[src/rtl/fifo_ram.sv]
// rtl/fifo_ram.sv - simple dual-port synchronous RAM with registered read and optional same-address write bypass
module fifo_ram #(
   parameter int    DATA_WIDTH = 32,
   parameter int    ADDR_WIDTH = 4,
   parameter string SSA_EN     = "NO"
) (
   input  logic                  clk,
   input  logic                  reset,
   input  logic [DATA_WIDTH-1:0] wr_data,
   input  logic [ADDR_WIDTH-1:0] wr_addr,
   input  logic                  wr_en,
   input  logic [ADDR_WIDTH-1:0] rd_addr,
   input  logic                  rd_en,
   output logic [DATA_WIDTH-1:0] rd_data
);

   localparam int DEPTH  = 1 << ADDR_WIDTH;
   localparam bit BYPASS = (SSA_EN == "YES");

   logic [DATA_WIDTH-1:0] mem_q [DEPTH];
   logic [DATA_WIDTH-1:0] rd_data_d;
   logic [DATA_WIDTH-1:0] rd_data_q;
   logic                  collide;

   // Without bypass a collision naturally returns the pre-write word.
   always_comb begin
      collide   = wr_en && rd_en && (wr_addr == rd_addr);
      rd_data_d = rd_data_q;
      if (rd_en) begin
         if (BYPASS && collide) begin
            rd_data_d = wr_data;
         end else begin
            rd_data_d = mem_q[rd_addr];
         end
      end
   end

   // Array contents are deliberately not cleared by reset.
   always_ff @(posedge clk) begin
      if (!reset && wr_en) begin
         mem_q[wr_addr] <= wr_data;
      end
   end

   always_ff @(posedge clk) begin
      if (reset) begin
         rd_data_q <= '0;
      end else begin
         rd_data_q <= rd_data_d;
      end
   end

   assign rd_data = rd_data_q;

endmodule

[config.mk]
export PLATFORM = sky130hd
export DESIGN_NAME = fifo_ram
export DESIGN_NICKNAME = d
export VERILOG_FILES = /design/src/rtl/fifo_ram.sv
export SDC_FILE = /design/constraint.sdc
export NUM_CORES = 1
export LEC_CHECK = 0
export BUFFER_PORTS_ARGS = -buffer_cell sky130_fd_sc_hd__buf_2
export CELL_PAD_IN_SITES_DETAIL_PLACEMENT = 1
export CELL_PAD_IN_SITES_GLOBAL_PLACEMENT = 1
export CORE_ASPECT_RATIO = 2
export CORE_UTILIZATION = 25
export DETAILED_ROUTE_END_ITERATION = 8
export HOLD_SLACK_MARGIN = 0.03
export PLACE_DENSITY_LB_ADDON = 0.15
export SETUP_SLACK_MARGIN = 0.15
export SKIP_CTS_REPAIR_TIMING = 1
export SYNTH_ARGS = -nofsm -noshare
export SYNTH_HDL_FRONTEND = slang
export SYNTH_SLANG_ARGS = --single-unit
export TNS_END_PERCENT = 1
[constraint.sdc]
create_clock -name clk -period 5.48 [get_ports clk]
set_input_delay 1.096 -clock clk [delete_from_list [all_inputs] [get_ports clk]]
set_output_delay 1.096 -clock clk [all_outputs]
set_load 0.05 [all_outputs]
# Yosys cells after proc, flatten, opt, wreduce, memory -nomap -nowiden
# Memory sizes are Yosys's and may differ from the RTL's. A register that Yosys moved wholly into a read port is not among the register bits.
# Cells that the tools add are included.
# totals
register_bits	0
latchBits	0
ram_bits	512
romBits	0
input_bits	44
out_inout_bits	32
memories	1
# memory_table
name	words	width	rd	rd_ports_with_merged_regs	write_ports	line	text
mem_q	16	32	1	1	1	20	logic [DATA_WIDTH-1:0] mem_q [DEPTH];
# op_classes
n_addsub	0
mul	0
div	0
n_lt_le_gt_ge	0
eq_ne	0
n_shift	0
mux	2
n_bitwise	0
reduce_logical	2
# ops
op	n
$mux 1	2
$logic_and 1x1->1	1
$logic_not 1->1	1

# Longest topological paths before layout
# logic_depth
word_depth	4
depth_mapped	7
depth_no_buf	4

# Worst setup path before layout
# Ideal clock, no wire load.
# synth_timing
path_type	input port to flip-flop
startpoint	input reset
endpoint	memory mem_q[4][0], enable pin
arrival_ns	3.862
setup_slack_ns	1.157
stages	3
path_buffers	0
path_cell_list	nand2b_1 > or3b_1 > nor3_1
# synth_via
elab_chain_cells	4
# synth_rtl
element	line	text
start: declaration	8	input logic reset,
$logic_not 1->1	40	if (!reset && wr_en) begin
$logic_and 1x1->1	40	
$mux 1	40	
$mux 1 (implied by the code)	41	mem_q[wr_addr] <= wr_data;
end: declaration	20	
# Every way passes these cells.

# Worst setup path after layout
# layout_timing
startpoint	input reset
endpoint	memory mem_q[13][2], enable pin
# Same word-level chain as after synthesis.

==> parameters.txt <==
Parameter                              Value

Run status
  Run status ... finished, violations left
  Violations in the final reports ... DRC

Route
  Length of routed met2 wiring ... 32.7 mm
  Number of vias per cell ... 4.51
  DR vias ... 10900
  Wire per inst ... 24.9 um
  Pre-antenna DRT Iters ... 8
  Count of unresolved DRC violations after routing ... 6
  Antenna viol nets, final ... 0
  WL met1 ... 24.0 mm
  Highest routed layer ... met5
  DRC violation total after the first TritonRoute iteration ... 555
  Met3 routed wirelength ... 1.91 mm
  Total wire length ... 60.0 mm

Setup path
  Worst Setup End Kind ... flop
  Worst flop-to-flop path startpoint ... mem_q[11][29]
  Critical Path Source Type ... input pin
  Worst setup path category ... input pin to flop
  Endpoint of the lowest-slack register-to-register path ... rd_data[29]
  Data arrival at the endpoint of the critical path ... 3.19 ns
  Critical-path cell list ... buf_2 > nand4b_1 > nor2_4 > buf_4
  CP max stage delay ... 1.02 ns
  Data required, critical path ... 5.76 ns
  Worst Path Max Fanout ... 21
  Count of cells along the worst register-to-register path ... 4
  Critical path's slowest cell ... sky130_fd_sc_hd__nor2_4
  Reg-to-reg slack, setup ... 4.11 ns

Power and ir drop
  LEAKAGE ... 0.00832 uW
  Total power density per cell area ... 358 nW/um^2
  Maximum vdd drop ... 232 uV

Synth
  Leading post-synthesis cells by instance count ... sky130_fd_sc_hd__edfxtp_1, sky130_fd_sc_hd__mux2i_1, sky130_fd_sc_hd__nand2_1
  Number of library cell types mapped by synthesis ... 27
  Mean instance size in the synthesized netlist ... 17.2 um^2
  Net count of the mapped netlist ... 1262
  Yosys reg bits ... 544
  Synth Flop Type ... sky130_fd_sc_hd__edfxtp_1
  Number of warnings reported in the yosys synthesis log ... 0
  Netlist area before placement ... 21000 um^2
  Cell type with the largest total area after synthesis ... sky130_fd_sc_hd__edfxtp_1
  Most frequently used cell type in the post-synthesis netlist ... sky130_fd_sc_hd__edfxtp_1
  Number of flops mapped to enable cells by yosys ... 512
  Area fraction of the dominant cell type after synthesis ... 73.4%
  Dominant cells by area after synthesis ... sky130_fd_sc_hd__edfxtp_1, sky130_fd_sc_hd__mux2i_1, sky130_fd_sc_hd__dfxtp_1
  Synthesized instance count ... 1218
  Sequential fraction of the synthesis area ... 76.4%
  Fraction of registers with async set or reset after synthesis ... 0%

Clock tree
  Clock tree from TritonCTS ... yes
  H-tree level count ... 2
  Total number of clock tree sinks ... 544
  Root buffer cell ... sky130_fd_sc_hd__clkbuf_16
  Later-pin clock latency in the skew report ... 0.59 ns
  Num CTS Buffers ... 50
  Deepest clock path buffer count ... 3
  Worst-path clk slew ... 0.07 ns

STA
  Clock skew after layout ... 0.0132 ns
  Fmax ... 0.343 GHz
  Remaining max-slew budget at the tightest pin ... 11.2%
  Count of endpoints failing hold in the final timing report ... 0
  Pins Over Slew Limit ... 0
  Period minus WS final ... 2.92 ns
  Unrepaired setup endpoints after global routing ... false
  Ratio of final minimum period to clock period ... 53.3%
  Final total negative setup slack ... 0 ns
  Pin slew with the least headroom to its limit ... 1.33 ns
  Final setup violation count ... 0

Final layout
  Synth-to-layout area growth ... 15.3%
  Layout Cells excl Fill ... 2409
  Count of antenna diodes in the layout ... 0
  Share of final-layout standard cells stronger than drive strength 1 ... 15.7%
  Total non-filler cell area in the finished layout ... 24200 um^2
  Final-stage net count ... 1355

GRT
  Vias in the first global route ... 12000
  Number of antenna violations at the first check in global routing ... 3
  Pin count of the biggest net entering global routing ... 81
  Global-route wire length before repair ... 86.0 mm
  Total track usage ... 14.3%
  Overall overflow remaining after global route ... 0

Floorplanning
  Die ar. ... 85100 um^2
  Initial cell density of the core ... 25.3%
  Std-Cell Rows ... 149
  Vertical die dimension ... 411 um
  I/O pins ... 76
  DIE WIDTH ... 207 um
  Core ar. ... 82800 um^2

Min path
  Hold Path Sink ... rd_data[25]
  Path category of the worst min-delay check ... flop to flop
  Worst Hold Depth ... 2
  Hold wc startpoint ... rd_data[25]

Place
  Area post-placement ... 22600 um^2
  HPWL after DPL ... 34.5 mm
  IO Port Bufs ... 75
  Cell count after placement ... 2316
  GP Congestion ... 0.689

Flow run
  Number of maximum-capacitance violations ... 0
[power breakdown]
group / switching (uW) / internal [uW] / leakage [uW]
clock: 1600 / 1920 / 0.000781
sequential: 25.4 / 4610 / 0.00488
combinational: 369 / 137 / 0.00266
total: 1990 / 6670 / 0.00832
[critical path: cells and delay by family]
kind	cells	cell delay [ns]
and+or+nand+nor	2	1.56
buffers and inverters	2	0.51
[flip-flops by register name, summed over array words and instances, names as in the netlist]
signal	count
mem_q	512
rd_data	32
[routing by layer]
metal | global-route usage, % | up-vias
li1 | - | 4919
met1 | 16.4 | 5733
met2 | 26.9 | 142
met3 | 2.00 | 75
met4 | 4.12 | 4
met5 | 0 | -
[cell usage in the layout, fill, tap and decap left out, drive strengths merged]
| master | instances |
|---|---|
| nor2b | 2 |
| nand2 | 98 |
| nor2 | 15 |
| nand2b | 3 |
| clkinv | 23 |
| and2 | 1 |
| a21oi | 64 |
| nand4b | 1 |
| nor3 | 4 |
| nand3b | 1 |
| bufinv | 3 |
| mux2i | 256 |
| a22oi | 64 |
| buf | 107 |
| or3b | 2 |
| nand3 | 96 |
| edfxtp | 512 |
| clkinvlp | 4 |
| or3 | 1 |
| clkbuf | 63 |
| dfxtp | 32 |
[worst max path at each step]
stage                         end  cells after the start  startpoint
finish               mem_q[13][2]                      4       reset
global route        mem_q[13][31]                      4       reset
CTS                  mem_q[13][2]                      4       reset
detailed placement  mem_q[13][31]                      4       reset
global placement    mem_q[13][28]                      4       reset
floorplan             mem_q[4][0]                      3       reset
[per-stage QoR]
step | hold WS [ns] | utilization [%] | power (uW) | setup WS [ns]
after floorplan | 0.559 | - | 5030 | 1.16
after global placement | 0.445 | 27.3 | 5240 | 1.98
after detailed placement | 0.449 | 27.3 | 5250 | 1.88
after CTS | 0.464 | 29.2 | 8790 | 2.52
after global routing | 0.488 | 29.2 | 8940 | 2.52
final | 0.457 | 29.2 | 8660 | 2.56
[kinds of logic after synthesis]
group | count (synthesis) | synth area share [%]
AO/OA/AOI/OAI | 128 | 4.00
buffers and inverters | 66 | 2.57
flip-flops | 544 | 76.4
multiplexers | 256 | 12.2
AND/OR/NAND/NOR | 224 | 4.79
[area by class of cell]
cell class / count / area (um^2)
clock buffers: 63 / 1370
well taps: 1057 / 1320
clock inverters: 30 / 233
repair buffers: 107 / 676
fillers: 8615 / 58600
flip-flops and latches: 544 / 16000
multi-input cells: 608 / 4550
Power figures use the tool's default switching activity.
